[src/rtl/fifo_block_reader_if.sv]
// ---------------------------------------------------------------------------
// fifo_block_reader_if
// Read-side bus of the 8-deep, 32-bit FIFO as seen by a block reader.
//   rd_en  : pop request (reader -> FIFO), one pop per asserted cycle
//   empty  : FIFO empty flag (FIFO -> reader)
//   rd_ack : pop succeeded, d_out valid this cycle (FIFO -> reader)
//   rd_err : pop issued on the previous cycle failed (FIFO -> reader)
//   d_out  : read data, meaningful only while rd_ack=1 (FIFO -> reader)
// master = the reader, slave = the FIFO.
// ---------------------------------------------------------------------------
interface fifo_block_reader_if;
    logic        rd_en;
    logic        empty;
    logic        rd_ack;
    logic        rd_err;
    logic [31:0] d_out;

    modport master (
        output rd_en,
        input  empty,
        input  rd_ack,
        input  rd_err,
        input  d_out
    );

    modport slave (
        input  rd_en,
        output empty,
        output rd_ack,
        output rd_err,
        output d_out
    );
endinterface

[src/rtl/fifo_block_reader.sv]
// ---------------------------------------------------------------------------
// fifo_block_reader
// Pops a requested block of words from a 1-cycle-latency FIFO, accumulates
// their 32-bit sum and pulses done when the block is complete.
//   clk      : system clock, all state changes on the rising edge
//   reset    : synchronous active-high reset
//   start    : single-cycle block request, accepted only in IDLE
//   len      : block length in words (0..8), latched with an accepted start
//   fifo     : FIFO read bus (rd_en out; empty, rd_ack, rd_err, d_out in)
//   busy     : high in READ and DONE
//   done     : one-cycle pulse in the DONE state
//   sum      : block sum, held until the next accepted start
//   word_cnt : words received in the current/last block
//   err_cnt  : rd_err pulses since reset, saturating at 255
// ---------------------------------------------------------------------------
module fifo_block_reader (
    input  logic                       clk,
    input  logic                       reset,
    input  logic                       start,
    input  logic [3:0]                 len,
    fifo_block_reader_if.master        fifo,
    output logic                       busy,
    output logic                       done,
    output logic [31:0]                sum,
    output logic [3:0]                 word_cnt,
    output logic [7:0]                 err_cnt
);

    typedef enum logic [1:0] {
        IDLE = 2'd0,
        READ = 2'd1,
        DONE = 2'd2
    } state_t;

    state_t      state_reg;
    logic [3:0]  len_reg;
    logic [3:0]  issued_reg;     // pops in flight or completed for this block
    logic [3:0]  word_cnt_reg;
    logic [31:0] sum_reg;
    logic [7:0]  err_cnt_reg;
    logic        busy_reg;
    logic        done_reg;

    // Pops are gated by issued rather than word_cnt so back-to-back requests
    // can run ahead of the 1-cycle acknowledge without over-reading the block.
    assign fifo.rd_en = (state_reg == READ) && (issued_reg < len_reg) && !fifo.empty;

    assign busy     = busy_reg;
    assign done     = done_reg;
    assign sum      = sum_reg;
    assign word_cnt = word_cnt_reg;
    assign err_cnt  = err_cnt_reg;

    always_ff @(posedge clk) begin
        if (reset) begin
            state_reg    <= IDLE;
            len_reg      <= 4'd0;
            issued_reg   <= 4'd0;
            word_cnt_reg <= 4'd0;
            sum_reg      <= 32'd0;
            err_cnt_reg  <= 8'd0;
            busy_reg     <= 1'b0;
            done_reg     <= 1'b0;
        end else begin
            // Error statistics are kept in every state.
            if (fifo.rd_err && (err_cnt_reg != 8'hFF)) begin
                err_cnt_reg <= err_cnt_reg + 8'd1;
            end

            done_reg <= 1'b0;

            case (state_reg)
                IDLE: begin
                    if (start) begin
                        len_reg      <= len;
                        issued_reg   <= 4'd0;
                        word_cnt_reg <= 4'd0;
                        sum_reg      <= 32'd0;
                        busy_reg     <= 1'b1;
                        if (len == 4'd0) begin
                            state_reg <= DONE;
                            done_reg  <= 1'b1;
                        end else begin
                            state_reg <= READ;
                        end
                    end
                end

                READ: begin
                    // A failed pop gives its slot back so the word is re-requested;
                    // a new pop in the same cycle cancels that out.
                    if (fifo.rd_en && !fifo.rd_err) begin
                        issued_reg <= issued_reg + 4'd1;
                    end else if (!fifo.rd_en && fifo.rd_err) begin
                        issued_reg <= issued_reg - 4'd1;
                    end

                    if (fifo.rd_ack) begin
                        sum_reg      <= sum_reg + fifo.d_out;
                        word_cnt_reg <= word_cnt_reg + 4'd1;
                        if ((word_cnt_reg + 4'd1) == len_reg) begin
                            state_reg <= DONE;
                            done_reg  <= 1'b1;
                        end
                    end
                end

                DONE: begin
                    state_reg <= IDLE;
                    busy_reg  <= 1'b0;
                end

                default: begin
                    state_reg <= IDLE;
                    busy_reg  <= 1'b0;
                end
            endcase
        end
    end

endmodule
[src/flat_wrapper.sv]
// flat-port wrapper written by rule: the top's interface ports become plain ports
module fifo_block_reader_flat 
  (clk, reset, start, len, busy, done, sum, word_cnt, err_cnt, fifo_rd_en, fifo_empty, fifo_rd_ack, fifo_rd_err, fifo_d_out);
  fifo_block_reader_if fifo_i ();
  input  logic clk;
  input  logic reset;
  input  logic start;
  input  logic [3:0] len;
  output logic busy;
  output logic done;
  output logic [31:0] sum;
  output logic [3:0] word_cnt;
  output logic [7:0] err_cnt;
  output wire logic [$bits(fifo_i.rd_en)-1:0] fifo_rd_en;
  input wire logic [$bits(fifo_i.empty)-1:0] fifo_empty;
  input wire logic [$bits(fifo_i.rd_ack)-1:0] fifo_rd_ack;
  input wire logic [$bits(fifo_i.rd_err)-1:0] fifo_rd_err;
  input wire logic [$bits(fifo_i.d_out)-1:0] fifo_d_out;
  assign fifo_rd_en = fifo_i.rd_en;
  assign fifo_i.empty = fifo_empty;
  assign fifo_i.rd_ack = fifo_rd_ack;
  assign fifo_i.rd_err = fifo_rd_err;
  assign fifo_i.d_out = fifo_d_out;
  fifo_block_reader u_core (.clk(clk), .reset(reset), .start(start), .len(len), .fifo(fifo_i), .busy(busy), .done(done), .sum(sum), .word_cnt(word_cnt), .err_cnt(err_cnt));
endmodule
[config.mk]
export PLATFORM = sky130hd
export DESIGN_NAME = fifo_block_reader_flat
export DESIGN_NICKNAME = d
export VERILOG_FILES = /design/src/rtl/fifo_block_reader_if.sv /design/src/rtl/fifo_block_reader.sv /design/src/flat_wrapper.sv
export SDC_FILE = /design/constraint.sdc
export NUM_CORES = 1
export LEC_CHECK = 0
export CAP_MARGIN = 10
export CELL_PAD_IN_SITES_DETAIL_PLACEMENT = 2
export CELL_PAD_IN_SITES_GLOBAL_PLACEMENT = 2
export CORE_AREA = 2 2 140 108
export DETAILED_ROUTE_END_ITERATION = 8
export DIE_AREA = 0 0 142 110
export PLACE_DENSITY = 0.83
export SETUP_SLACK_MARGIN = 0.02
export SYNTH_ARGS = -nofsm -noshare
export SYNTH_HDL_FRONTEND = slang
export SYNTH_SLANG_ARGS = --single-unit
[constraint.sdc]
create_clock -name clk -period 3.2 [get_ports clk]
set_clock_uncertainty 0.1 [all_clocks]
set_input_delay 0.48 -clock clk [delete_from_list [all_inputs] [get_ports clk]]
set_output_delay 0.48 -clock clk [all_outputs]
set_load 0.02 [all_outputs]
==> results of run 1 <==
==> cell usage in the layout, fill, tap and decap left out, types with 16 or more instances in the layout <==
master	count
clkdlybuf4s50_1	87
nor2_1	57
dfxtp_1	54
a21oi_1	50
buf_4	50
nand2_1	41
o21ai_0	37
ha_1	37
a21o_1	23
xnor2_1	20
inv_1	18
a22oi_1	16
xor2_1	16
==> metrics by stage <==
stage / hold WS [ns] / utilization / instance area (um2) / cells
4_1_cts: 0.405 / 0.392 / 5570 / 811
2_1_floorplan: 0.358 / - / 4060 / 511
5_1_grt: 0.438 / 0.398 / 5650 / 817
3_5_place_dp: 0.386 / 0.381 / 5420 / 803
3_3_place_gp: 0.361 / 0.381 / 5420 / 803
6_report: 0.396 / 0.398 / 5650 / 817
==> layout make-up <==
cell class	count	area [um2]	share of cell area
multi-input combinational	416	2820	0.500
timing repair buffer	138	1260	0.223
sequential	56	1120	0.199
tap	180	225	0.0398
clock buffer	5	125	0.0221
inverter	19	71.3	0.0126
clock inverter	3	25.0	0.00443
==> cells by family after synthesis <==
family,Yosys count,share of synthesized area
DFF,56,0.277
AOI/OAI and AO/OA,176,0.283
and+or+nand+nor,161,0.188
xor gates and xnor gates,37,0.0801
buffers and inverters,39,0.0384
adders and majority gates,41,0.131
muxes,1,0.00247
==> worst max path at each step <==
stage | endpoint | from | cells after the start | slack, ns
2_1_floorplan | u_core.issued_reg[3] | u_core.len_reg[1] | 15 | 0.15
3_3_place_gp | u_core.sum[30] | fifo_d_out[0] | 11 | -0.26
3_5_place_dp | u_core.sum[30] | fifo_d_out[0] | 11 | -0.39
4_1_cts | u_core.sum[29] | fifo_d_out[8] | 10 | 0.02
5_1_grt | u_core.sum[30] | fifo_d_out[0] | 11 | -0.08
6_report | u_core.sum[30] | fifo_d_out[0] | 11 | 0.08
==> cells in the mapped netlist, drive strengths merged (2+ instances only) <==
cell and count:
nor3b 2, nor2b 3, and2 2, clkbuf 18, o31ai 3, and3 4
nand4b 2, o21ai 40, xnor2 21, a21oi 53, buf 2, a22o 2
nand2 41, nand2b 3, nor3 8, a32oi 2, dfxtp 56, a211o 3
or2 3, xor2 16, nand4 7, o21a 7, inv 19, ha 39
nor4 3, o211ai 5, o21bai 3, a2111oi 5, or3 7, fa 2
nor2 57, a21o 23, a32o 4, nand3b 3, nand3 14, a22oi 16
o31a 2
==> timing repair <==
action / in CTS / in global routing
endpoints found under the setup margin: 4 / 8
gates resized for setup: 3 / 12
setup buffers: 0 / 6
pin swaps: 2 / 11
==> power groups by stage <==
stage / Sequential (W) / Combinational (W) / Clock, W
final: 0.000768 / 0.000625 / 0.000618
after global routing: 0.000774 / 0.000682 / 0.000657
after CTS: 0.000767 / 0.000615 / 0.000633
after detailed placement: 0.000783 / 0.000606 / 0
after global placement: 0.000781 / 0.000571 / 0
after floorplan: 0.000802 / 0.000318 / 0
==> worst register-to-register path: cells and delay by family, from the launching register on <==
family,cells,cell delay (ns)
XOR/XNOR,1,0.15
flip-flops,1,0.36
buffers and inverters,2,0.10
AO/OA/AOI/OAI,7,1.26
adder cells (fa/ha/maj),3,0.79
AND/OR/NAND/NOR,2,0.20
==> layer usage <==
metal / track usage / vias to the layer above / wire (um)
met1: 0.249 / 2182 / 7030
met4: 0.0571 / 0 / 308
met2: 0.362 / 77 / 7880
met5: 0 / - / 0
met3: 0.0281 / 25 / 513
li1: - / 2103 / -
==> flow_metrics.py, run 1 <==
metrics = {
    "outcome": {
        "status": "complete, no violations",
    },
    "worst_setup_path": {
        "startpoint_type": "input port",
        "rr_worst_depth": 15,
        "reg2reg_slack_ns": 0.13,
        "critPathBufInv": 1,
        "crit_path_max_incr_delay_ns": 0.42,
        "arrival_ns": 3.23,
        "cp_cell_sequence": "clkdlybuf4s50_1 > ha_1 > fa_2 > a21oi_2 > o22ai_1 > o21ai_1 > nor3_1 > o211ai_1 > a21oi_2 > or3_1 > a32o_1",
        "endpoint_kind": "flip-flop",
        "slowest_stage": "clkdlybuf4s50_1",
        "worstSetupPathType": "input port to flip-flop",
        "crit_path_frequent_cell": "a21oi_2",
        "cp_max_fo": 3,
        "cp.required_ns": 3.31,
        "reg2reg_to": "u_core.issued_reg[3]",
        "r2r_start": "u_core.len_reg[1]",
        "path_delay_family": "compound AO/OA/AOI/OAI gates",
    },
    "timing": {
        "tightestPinTransition_ns": 0.462,
        "layout_min_cycle_time_ns": 3.12,
        "setup_viol": 0,
        "rsz0062_at_grt": "true",
        "setup-tns-final_ns": 0,
        "final_max_slew_viol_count": 0,
        "hold_viol_final": 0,
        "finalCritPeriodShare": 0.976,
        "slew_headroom": 0.691,
        "fin_ws_ns": 0.0781,
        "fmax_ghz": 0.320,
    },
    "yosys": {
        "syn_area_mm2": 0.00405,
        "async_flop_share": 0,
        "ys_seq_area_frac": 0.277,
        "syn_inst": 511,
        "yosys-top-cells-area": "dfxtp_1 (28%), ha_1 (12%), a21oi_1 (6.6%)",
        "syn_nets": 594,
        "synth_area_leader_cell": "dfxtp_1",
        "yosys_most_used_dff": "dfxtp_1",
        "synth_edf_count": 0,
        "yosys_warnings": 0,
        "synth_cell_types": 55,
        "syn_avg_cell_area_um2": 7.92,
        "synth.top_cell.area_share": 0.277,
        "yosys_register_bits": 56,
    },
    "hold_path": {
        "hold_path_class": "flip-flop to flip-flop",
        "holdPathEnd": "u_core.sum[16]",
        "hp-start": "u_core.sum[16]",
        "worstHoldPathCells": 2,
    },
    "floorplanning": {
        "core_mm2": 0.0142,
        "die_area_mm2": 0.0156,
        "initial_core_util": 0.285,
        "row_count": 38,
        "die_h_um": 110,
        "io_pins": 89,
        "dieWidth_um": 142,
    },
    "global_routing": {
        "grt_max_degree": 28,
        "antenna_found_initial": 0,
        "grt_pass1_wl_um": 24900,
        "overflow": 0,
        "grt_usage": 0.200,
        "grt_pass1_vias": 4830,
    },
    "drt": {
        "drtIter0Drc": 217,
        "vias_per_cell": 5.37,
        "via_count": 4387,
        "drc": 0,
        "firstDrtPassIters": 4,
        "post_drt_wl_per_cell_um": 19.3,
        "totalWireLength_um": 15700,
        "ant_nets": 0,
    },
    "power": {
        "internal_power_w": 0.00132,
        "power.share.clock": 0.307,
        "seqPwrFrac": 0.382,
        "p_sw_frac": 0.345,
        "power.switching_w": 0.000693,
        "comb_power_share": 0.311,
        "cellPowerDensity_mw_per_mm2": 356,
        "power.leakage_nw": 2.41,
        "irDropWorstVdd_uv": 261,
        "p_total_w": 0.00201,
    },
    "clock_network": {
        "cts_tree": "done",
        "cts_buffer_depth": 2,
        "h-tree-depth": 2,
        "clkLatencyLatePin_ns": 0.32,
        "clkTransAtPathRegs_ns": 0.08,
        "cts_root_buffer": "clkbuf_16",
        "clock-sinks": 56,
        "hold_buffers": 0,
        "cts_made_buffers": 5,
    },
    "placement": {
        "dp_slack_ns": -0.390,
        "gp_congestion": 0.829,
        "io_buffers": 88,
        "post-dp-hpwl_um": 12200,
    },
    "flow_run": {
        "drv_cap": 0,
    },
    "finish": {
        "nets": 719,
        "largest_reg_flops": 32,
        "drive_above_1_share": 0.121,
        "fillers": 1574,
        "areaGrowthSynthToFinish_pct": 39.7,
        "diodes": 0,
    },
}
Note: power is estimated with default switching activity, not from simulation.
==> run 2: changes to the inputs <==
SKIP_CTS_REPAIR_TIMING = 1   (was not set)
==> run 2 against run 1 <==
Compared with the run above:
- register-to-register slack gained 0.07 ns
- setup slack lost 0.00081 ns
- non-clock buffer count is the same
- clock power is essentially flat
- routed wire length shrank 0.15%
- die area is the same
- fmax is essentially flat
- critical endpoint unchanged
==> flow_metrics.py, run 2 (same netlist as run 1, synthesis figures left out) <==
metrics = {
    "floorplanning": {
        "die_h_um": 110,
        "row_count": 38,
        "die_area_mm2": 0.0156,
        "initial_core_util": 0.285,
        "io_pins": 89,
        "core_mm2": 0.0142,
        "dieWidth_um": 142,
    },
    "hold_path": {
        "hold_path_class": "flip-flop to flip-flop",
        "worstHoldPathCells": 2,
    },
    "finish": {
        "largest_reg_flops": 32,
        "areaGrowthSynthToFinish_pct": 39.7,
        "layout_common_cells": "clkdlybuf4s50_1 (87), nor2_1 (57), dfxtp_1 (54)",
        "fillers": 1574,
        "drive_above_1_share": 0.121,
        "fin_cells": 817,
        "final_common_cell": "clkdlybuf4s50_1",
        "diodes": 0,
        "nets": 719,
    },
    "timing": {
        "whs_ns": 0.396,
        "final_max_slew_viol_count": 0,
        "finalCritPeriodShare": 0.976,
        "setup_viol": 0,
        "hold_viol_final": 0,
        "tightestPinTransition_ns": 0.462,
        "layout_min_cycle_time_ns": 3.12,
        "fmax_ghz": 0.320,
        "slew_headroom": 0.691,
    },
    "clock_network": {
        "cts_buffer_depth": 2,
        "clkLatencyLatePin_ns": 0.32,
        "clkTransAtPathRegs_ns": 0.08,
        "cts_made_buffers": 5,
        "cts_tree": "done",
        "clock-sinks": 56,
        "cts_root_buffer": "clkbuf_16",
        "h-tree-depth": 2,
    },
    "drt": {
        "firstDrtPassIters": 4,
        "post_drt_wl_per_cell_um": 19.2,
        "vias_per_cell": 5.37,
        "ant_nets": 0,
        "drtIter0Drc": 229,
        "totalWireLength_um": 15700,
        "drc": 0,
        "via_count": 4384,
    },
    "placement": {
        "gp_congestion": 0.829,
        "io_buffers": 88,
        "post-dp-hpwl_um": 12200,
        "dp_cells": 803,
    },
    "worst_setup_path": {
        "rr_worst_depth": 15,
        "arrival_ns": 3.23,
        "cp.required_ns": 3.31,
        "startpoint_type": "input port",
        "worstSetupPathType": "input port to flip-flop",
        "cp_max_fo": 3,
        "endpoint_kind": "flip-flop",
    },
    "global_routing": {
        "grt_pass1_vias": 4831,
        "grt_max_degree": 28,
        "grt_usage": 0.200,
        "grt_pass1_wl_um": 24900,
        "antenna_found_initial": 0,
        "overflow": 0,
    },
    "power": {
        "power.leakage_nw": 2.41,
        "irDropWorstVdd_uv": 261,
        "cellPowerDensity_mw_per_mm2": 356,
    },
    "flow_run": {
        "drv_cap": 0,
    },
    "outcome": {
        "status": "complete, no violations",
    },
}
[run 2: path summary, 6_finish.rpt]
path	startpoint	to	slack, ns
setup / recovery	fifo_d_out[0]	u_core.sum[30]	0.08
hold / removal	u_core.sum[16]	u_core.sum[16]	0.40
setup reg to reg	u_core.len_reg[1]	u_core.issued_reg[3]	0.20
hold reg to reg	u_core.sum[16]	u_core.sum[16]	0.40
[run 2: stage by stage]
stage	instance area [um2]	TNS (ns)	power, W	worst slack (ns)	util
4_1_cts	5570	-0.170	0.00201	-0.103	0.392
2_1_floorplan	4060	0	0.00112	0.148	-
6_report	5650	0	0.00201	0.0773	0.398
3_3_place_gp	5420	-0.966	0.00135	-0.260	0.381
3_5_place_dp	5420	-2.18	0.00139	-0.390	0.381
5_1_grt	5650	-0.122	0.00211	-0.0781	0.398
[run 2: metal layers]
layer	wire length [um]	track usage	part of all wire	vias up
li1	-	-	-	2103
met1	7040	0.249	0.45	2182
met2	7890	0.363	0.50	74
met3	462	0.0281	0.029	25
met4	308	0.0571	0.020	0
met5	0	0	0	-
[run 2: layout make-up]
cell class / count / area (um2) / share of cell area
inverters: 19 / 71.3 / 0.0126
flip-flops and latches: 56 / 1120 / 0.199
well taps: 180 / 225 / 0.0398
clock inverters: 3 / 25.0 / 0.00443
clock buffers: 5 / 125 / 0.0221
multi-input cells: 416 / 2820 / 0.500
repair buffers: 138 / 1260 / 0.223
[run 2: report_power, final]
part	switching (W)	total (W)	internal [W]
registers	0.0000376	0.000768	0.000731
logic	0.000336	0.000624	0.000289
clock network	0.000319	0.000618	0.000298
total	0.000693	0.00201	0.00132
[run 2: critical path, stage by stage]
cell and delay [ns]:
clkdlybuf4s50_1 0.42, ha_1 0.24, fa_2 0.38, a21oi_2 0.18, o22ai_1 0.15, o21ai_1 0.20
nor3_1 0.10, o211ai_1 0.35, a21oi_2 0.12, or3_1 0.37, a32o_1 0.25
==> patch, RTL diff (settings of run 2) <==
Re-encode `state_t` (3 states) as one-hot, 3 bits wide.
--- a/src/rtl/fifo_block_reader.sv
+++ b/src/rtl/fifo_block_reader.sv
@@ -26,10 +26,10 @@
     output logic [7:0]                 err_cnt
 );
 
-    typedef enum logic [1:0] {
-        IDLE = 2'd0,
-        READ = 2'd1,
-        DONE = 2'd2
+    typedef enum logic [2:0] {
+        IDLE = 3'b001,
+        READ = 3'b010,
+        DONE = 3'b100
     } state_t;
 
     state_t      state_reg;
Behaviour: no difference found for any inputs over 4 cycles, from zero or initial values and one cycle with reset high; so few cycles prove little.
==> patch against run 2 <==
  * Synthesized cell count is 0.98% lower
  * Combinational power is 45% lower
  * Final area is 2.2% higher
  * Sequential cell count is 1 higher
  * Count of clock-buffer cells in the layout is 6 higher
  * Setup slack worse by 0.0023 ns
  * Total power is 1.9% lower
  * Largest cell class unchanged
  * Non-clock buffer count stayed put
  * Critical path type unchanged
  * Maximum frequency hardly changed
  * Area after synthesis is 0.22% lower
  * Largest power group is now the clock network
  * Global-route usage is 1.9 points higher
  * Wire length is 4.0% higher
  * Worst hold slack worse by 0.016 ns
==> patch: results (changes against run 2) <==
status: "finished clean"
dpl-instance-area_sq_mm: 0.00544  # +0.49%
synth_cell_types: 52  # -5.5%
path_clk_slew_ns: 0.05  # -0.03 ns
synth_compound_area_frac: 0.273  # -0.0102
first_global_vias: 4870  # +0.81%
synth_mux_area_frac: 0.00496  # +0.00249
p_leak_uw: 0.00248  # +2.7%
worst_pin_slew_ns: 0.474  # +0.0117 ns
fillers: 1587  # +0.83%
crit_path_max_incr_delay_ns: 0.47  # +0.05 ns
track_usage: 0.219  # +0.0191
syn_nets: 589  # -0.84%
final_nets: 720  # +0.14%
crit_arrival_ns: 3.24  # about the same
vdd_ir_drop_max_mv: 0.180  # -31%
synth_cells: 506  # -0.98%
cts_max_level: 3  # +1
layout-drive-gt1-share: 0.144  # +0.0226
synthTopCellsByArea: "dfxtp_1 28%, ha_1 12%, a21oi_1 6.3%"
dp_hpwl_um: 12300  # +0.50%
firstDrtPassIters: 6  # +2
wl_um: 16300  # +4.0%
clk_latency_ns: 0.34  # +0.02 ns
grt_max_degree: 40  # +43%
yosysSeqAreaShare: 0.283  # +0.00556
vias: 4365  # -0.43%
synth_fa_ha_area_frac: 0.131  # +0.000283
first_iter_violations: 207  # -9.6%
synth-xor-area-share: 0.0846  # +0.00451
cts_made_buffers: 9  # +4
grt_pass1_wl_um: 26600  # +6.6%
synth_commonest_cells: "57 x dfxtp_1, 53 x nor2_1, 51 x a21oi_1, 46 x nand2_1, 39 x ha_1"
gp_congestion: 0.859  # +3.7%
patch: report_power, final:
| part | internal (uW) | switching [uW] | total (uW) |
|---|---|---|---|
| clock | 535 | 352 | 886 |
| combinational | 157 | 187 | 344 |
| sequential | 727 | 15.6 | 743 |
patch: path summary, 6_finish.rpt:
check / from / to / slack [ns] / cells past startpoint
worst max-delay path: fifo_d_out[0] / u_core.sum[24] / 0.07 / 13
worst min-delay path: u_core.busy / u_core.busy / 0.38 / 2
worst max register to register: u_core.issued_reg[1] / u_core.issued_reg[3] / 0.17 / 15
worst min register to register: u_core.busy / u_core.busy / 0.38 / 2
patch: final cells by class:
cell class / count / area [sq um] / area share
clock buffer: 11 / 243 / 0.0420
clock inverter: 4 / 20.0 / 0.00347
inverter: 9 / 33.8 / 0.00585
multi-input combinational: 422 / 2860 / 0.494
sequential: 57 / 1140 / 0.198
tap: 180 / 225 / 0.0390
timing repair buffer: 138 / 1260 / 0.217
patch: metal layers:
layer | GRT usage | vias up | wire, um
met3 | 0.0384 | 12 | 473
met5 | 0 | - | 0
met2 | 0.401 | 58 | 8350
met4 | 0.0464 | 0 | 162
li1 | - | 2107 | -
met1 | 0.271 | 2188 | 7350
patch: per-stage QoR:
stage                     total power, uW  worst slack [ns]  utilization
after CTS                            1990           -0.0811        0.401
final                                1970            0.0749        0.406
after detailed placement             1090            -0.324        0.383
after global routing                 2060           -0.0725        0.406
after global placement               1070            -0.137        0.383
after floorplan                       923            0.0550            -
patch: critical path, delay by kind of cell:
family,cells,cell delay (ns)
AOI/OAI and AO/OA,5,1.02
adders and majority gates,2,0.45
xor gates and xnor gates,1,0.16
buffers and inverters,3,0.81
and+or+nand+nor,2,0.30
